File: src/rtl/mux_n_pipe.sv
// mux_n_pipe: N-input registered selector with valid/ready handshake, stall and flush.
// MODE 0 selects via sel; MODE 1 round-robins among valid inputs starting at ptr.
module mux_n_pipe #(
   parameter int WIDTH  = 5,
   parameter int NUM_IN = 4,
   parameter int SEL_W  = $clog2(NUM_IN),
   parameter int MODE   = 0
) (
   input  logic                    clk,
   input  logic                    rst_n,
   input  logic [NUM_IN*WIDTH-1:0] in_data,
   input  logic [NUM_IN-1:0]       in_valid,
   output logic [NUM_IN-1:0]       in_ready,
   input  logic [SEL_W-1:0]        sel,
   input  logic                    flush,
   output logic [WIDTH-1:0]        out_data,
   output logic [SEL_W-1:0]        out_src,
   output logic                    out_valid,
   input  logic                    out_ready
);
   logic [WIDTH-1:0] data_q, data_d;
   logic [SEL_W-1:0] src_q, src_d, ptr_q, ptr_d, cand;
   logic             valid_q, valid_d, has_cand, load_en, accept;
   always_comb begin
      cand = '0;
      has_cand = 1'b0;
      if (MODE == 0) begin
         cand = sel;
         has_cand = 32'(sel) < NUM_IN;
      end else begin
         // descending scan so the last hit is the nearest channel at or after ptr
         for (int j = NUM_IN - 1; j >= 0; j--) begin
            if (in_valid[(int'(ptr_q) + j) % NUM_IN]) begin
               cand = SEL_W'((int'(ptr_q) + j) % NUM_IN);
               has_cand = 1'b1;
            end
         end
      end
   end
   assign load_en  = !flush && (!valid_q || out_ready);
   assign in_ready = (load_en && has_cand) ? {{(NUM_IN-1){1'b0}}, 1'b1} << cand : '0;
   assign accept   = |(in_valid & in_ready);
   always_comb begin
      valid_d = flush ? 1'b0 : accept ? 1'b1 : out_ready ? 1'b0 : valid_q;
      data_d  = accept ? in_data[cand*WIDTH +: WIDTH] : data_q;
      src_d   = accept ? cand : src_q;
      ptr_d   = (MODE != 0 && accept) ? ((cand == SEL_W'(NUM_IN - 1)) ? '0 : cand + 1'b1) : ptr_q;
   end
   always_ff @(posedge clk or negedge rst_n) begin
      if (!rst_n) begin
         valid_q <= 1'b0;
         data_q  <= '0;
         src_q   <= '0;
         ptr_q   <= '0;
      end else begin
         valid_q <= valid_d;
         data_q  <= data_d;
         src_q   <= src_d;
         ptr_q   <= ptr_d;
      end
   end
   assign out_data  = data_q;
   assign out_src   = src_q;
   assign out_valid = valid_q;
endmodule

File: config.mk
export PLATFORM = sky130hd
export DESIGN_NAME = mux_n_pipe
export DESIGN_NICKNAME = d
export VERILOG_FILES = /design/src/rtl/mux_n_pipe.sv
export SDC_FILE = /design/constraint.sdc
export NUM_CORES = 1
export LEC_CHECK = 0
export BUFFER_PORTS_ARGS = -buffer_cell sky130_fd_sc_hd__buf_4
export CAP_MARGIN = 25
export CELL_PAD_IN_SITES_DETAIL_PLACEMENT = 0
export CELL_PAD_IN_SITES_GLOBAL_PLACEMENT = 1
export CORE_ASPECT_RATIO = 1.1
export CORE_MARGIN = 5
export CORE_UTILIZATION = 25
export CTS_CLUSTER_DIAMETER = 150
export DETAILED_ROUTE_END_ITERATION = 16
export PLACE_DENSITY_LB_ADDON = 0.1
export SYNTH_ARGS = -nofsm -noshare
export SYNTH_HDL_FRONTEND = slang
export SYNTH_SLANG_ARGS = --single-unit
File: constraint.sdc
create_clock -name clk -period 1 [get_ports clk]
set_input_delay 0.15 -clock clk [delete_from_list [all_inputs] [get_ports clk]]
set_output_delay 0.15 -clock clk [all_outputs]
set_load 0.02 [all_outputs]
# Yosys cells after proc, flatten, opt, wreduce, memory -nomap -nowiden
# Index checks and enable logic that the tools add are counted.
word_totals:
  output_inout_bits: 12
  input_bits: 30
  elab_cells: 17
  rom_bits: 0
  latch_bits: 0
  mem_bits_rw: 0
  reg_bits: 8
  n_memories: 0
op_classes:
  reduce_logical: 6
  n_eq_ne: 0
  multipliers: 1
  add_sub_neg: 0
  bitwise_logic: 1
  n_lt_le_gt_ge: 0
  mux: 4
  shifts: 2
  div_mod_pow: 0
ops:
  columns: ["op", "count"]
  rows:
  - ["$shiftx 20x6->5", 1]
  - ["$mul 2x3->5 const B", 1]
  - ["$and 4x4->4", 1]
  - ["$mux 4", 1]
  - ["$reduce_or 4->1", 1]
  - ["$shl 1x2->4 const A", 1]
  - ["$mux 1", 3]
  - ["$reduce_bool 3->1", 1]
  - ["$logic_not 1->1", 2]
  - ["$logic_and 1x1->1", 1]
  - ["$logic_or 1x1->1", 1]

# Longest topological paths before layout
depth:
  ltp_word: 8
  mapped_depth: 4
  depth_no_buf: 3

# Worst setup path after synthesis
# No wires, ideal clock.
synth_timing:
  path_kind: "reg2out"
  from: "register valid_q (netlist: out_valid)"
  to: "output port in_ready[0]"
  stages_incl_launch_ff: 4
  path_slack_ns: -0.290
  path_buffers: 0
  required_ns: 0.850
  arrival_ns: 1.140
  cell_sequence: "dfrtp_1 -> nand2b_2 -> nand2_1 -> nor3_1"
synth_between:
  elab_chain_cells: 4
synth_lines:
  columns: ["element", "line_no", "source"]
  rows:
  - ["start: declaration", "23", "logic valid_q, valid_d, has_cand, load_en, accept;"]
  - ["start signal: assignment", "56", "valid_q <= valid_d;"]
  - ["$logic_not 1->1", "40", "assign load_en = !flush && (!valid_q || out_ready);"]
  - ["$logic_or 1x1->1", "40", null]
  - ["$logic_and 1x1->1", "40", null]
  - ["$mux 4", "41", "assign in_ready = (load_en && has_cand) ? {{(NUM_IN-1){1'b0}}, 1'b1} << cand : '0;"]
  - ["end: declaration", "13", "output logic [NUM_IN-1:0] in_ready,"]
# Every way passes these cells.

# Final worst setup path
layout_timing:
  from: "register valid_q (netlist: out_valid)"
  to: "output port in_ready[1]"
# The elaborated chain is that of the path after synthesis.

==> results_dict.tcl <==
set metrics [dict create \
    total_power_w 0.00139 \
    crit_chain "nand2b_4 > nand2_4 > nor3_4 > buf_6" \
    wirelength_mm 1.85 \
    violations "setup timing" \
    dieHeight_um 59.4 \
    setup_viol 13 \
    ys_seq_area_frac 0.360 \
    relSlewSlack 0.837 \
    grt.total_usage 0.129 \
    crit_required_ps 850 \
    cts_tree "done" \
    die_area_sq_um 3270 \
    ir_drop_mv 0.481 \
    antenna_cells 0 \
    ios 42 \
    ys_types 17 \
    place.gp.congestion 0.733 \
    drv_cap 0 \
    synth_nets 74 \
    avgSynthCellArea_sq_um 12.6 \
    max_freq_mhz 766 \
    worstSkewPairLatency_ps 250 \
    grt_pass1_vias 683 \
    period_minus_slack_ps 1310 \
    wl_per_cell_um 13.4 \
    outcome "finished, violations left" \
    clock_path_buffers 2 \
    netlist_area_sq_um 556 \
    skew_ps 12.0 \
    setup_ws_ps -306 \
    clkTransAtPathRegs_ps 60 \
    cts-buffers-inserted 3 \
    syn_to_final_growth_pct 114 \
    ant_nets 0 \
    htree_levels 1 \
    chipWidth_um 54.9 \
    fin_nets 139 \
    grt_overflow 0 \
    ys_warn_count 0 \
    fin_crit_sh 1.31 \
    critical-path-max-stage-delay_ps 420 \
    synth-seq-cells 8 \
    hold_viol_final 0 \
    p_leak_nw 0.578 \
    worstSetupEndpointType "output port" \
    io_buffers 41 \
    drive_gt1_frac 0.815 \
    rsz0062_at_grt "yes" \
    crit_arrival_ps 1160 \
    first_pass_iters 2 \
    drc 0 \
    drt_iter0_markers 3 \
    critPathSlowestCell "dfrtp_2" \
    critPathMaxFanout 4 \
    tns_ps -2660 \
    hp-class "primary input to flop" \
    startpoint_type "flop" \
    p_per_area_nw_per_um2 1170 \
    rows 18 \
    grt_pass1_wl_mm 2.93 \
    grt_max_degree 10 \
    vias 596 \
    crit_type "flop to output port" \
    antenna_found_initial 0 \
    maxSlewViolCount 0 \
    n_fill_cell 223 \
    netlist_instances 44 \
    avgViaCountPerCell 4.32 \
    initial_core_util 0.254 \
    worstMarginPinSlew_ps 243 \
    cts_root_buf "clkbuf_4" \
    hpwl_mm 1.57 \
    coreArea_sq_um 2180 \
    clock_sinks 8 \
]
[final cells by class]
type	count	area [sq um]	area share
clock buffer	4	26.3	0.0221
sequential	8	201	0.169
multi-input combinational	31	418	0.352
timing repair buffer	62	494	0.416
inverter	3	11.3	0.00947
tap	30	37.5	0.0316
[report_power, final]
| group | switching, W | internal (W) |
|---|---|---|
| registers | 0.0000557 | 0.000396 |
| logic | 0.000275 | 0.000409 |
| clock network | 0.000103 | 0.000152 |
| total | 0.000434 | 0.000957 |
[worst max-delay path, delay by kind of cell (launching register included)]
kind                   cells  cell delay (ps)
AND/OR/NAND/NOR            3              340
buffers and inverters      1              140
flip-flops                 1              420
[worst paths after layout]
| check | from | to | cells after the start | slack, ps |
|---|---|---|---|---|
| min | flush | out_valid | 3 | 170 |
| min in group asynchronous | rst_n | out_data[1] | 2 | 240 |
| max | out_valid | in_ready[1] | 4 | -310 |
| max in group asynchronous | rst_n | out_data[3] | 2 | 620 |
| min reg2reg | out_data[0] | out_data[0] | 1 | 530 |
| max reg2reg | out_valid | out_src[1] | 5 | -270 |
[Yosys cell counts, drive strengths merged]
cell type | number | area, sq um
nor3 | 4 | 20.0
mux4 | 6 | 135
nand3 | 1 | 10.0
o21ai | 2 | 10.0
nor2b | 1 | 6.26
nor2 | 2 | 7.51
nand2 | 1 | 3.75
mux2i | 2 | 20.0
o31ai | 2 | 15.0
nand2b | 1 | 8.76
a31oi | 2 | 12.5
buf | 2 | 16.3
dfrtp | 8 | 200
inv | 3 | 11.3
mux2 | 7 | 78.8
[kinds of logic (layout without fill, tap and decap cells)]
kind of cell,count (synthesis),count (layout),synth area share
multiplexers,15,15,0.421
buffers and inverters,5,69,0.0495
flip-flops,8,8,0.360
AO/OA/AOI/OAI,6,6,0.0676
AND/OR/NAND/NOR,10,10,0.101
[per-stage QoR]
stage / cell area, sq um / util / hold WS [ps] / cells / setup slack, ps
final: 1190 / 0.544 / 175 / 138 / -306
after global routing: 1190 / 0.544 / 159 / 138 / -381
after CTS: 1150 / 0.528 / 160 / 135 / -315
after detailed placement: 1080 / 0.493 / -29.6 / 127 / -351
after global placement: 1080 / 0.493 / -32.8 / 127 / -346
after floorplan: 644 / - / -146 / 44 / -209
[cell usage in the layout, fill, tap and decap left out]
| master | count |
|---|---|
| a31oi_1 | 2 |
| buf_4 | 54 |
| buf_6 | 7 |
| clkbuf_1 | 1 |
| clkbuf_4 | 3 |
| dfrtp_1 | 7 |
| dfrtp_2 | 1 |
| dlygate4sd3_1 | 1 |
| inv_2 | 3 |
| mux2_1 | 2 |
| mux2_4 | 5 |
| mux2i_1 | 2 |
| mux4_2 | 6 |
| nand2_4 | 1 |
| nand2b_4 | 1 |
| nand3_4 | 1 |
| nor2_1 | 2 |
| nor2b_4 | 1 |
| nor3_2 | 1 |
| nor3_4 | 3 |
| o21ai_1 | 2 |
| o31ai_1 | 1 |
| o31ai_2 | 1 |
[state kept, by name, indices dropped and copies added (netlist names)]
register   flops
out_src        2
out_data       5
out_valid      1
[per-layer routing]
layer	share of wire	up-vias	track usage
li1	-	298	-
met3	0.055	2	0.0277
met2	0.53	25	0.203
met4	0.015	0	0.0903
met1	0.41	271	0.151
met5	0	-	0
[what timing repair did]
action	in CTS	in global routing
gates cloned	0	0
hold buffers	1	0
setup buffers	3	4
hold endpoints to repair	8	0
pin swaps	3	1
gates resized for setup	5	3
setup endpoints to repair	10	16
No activity file was read; power rests on OpenSTA's default activity.
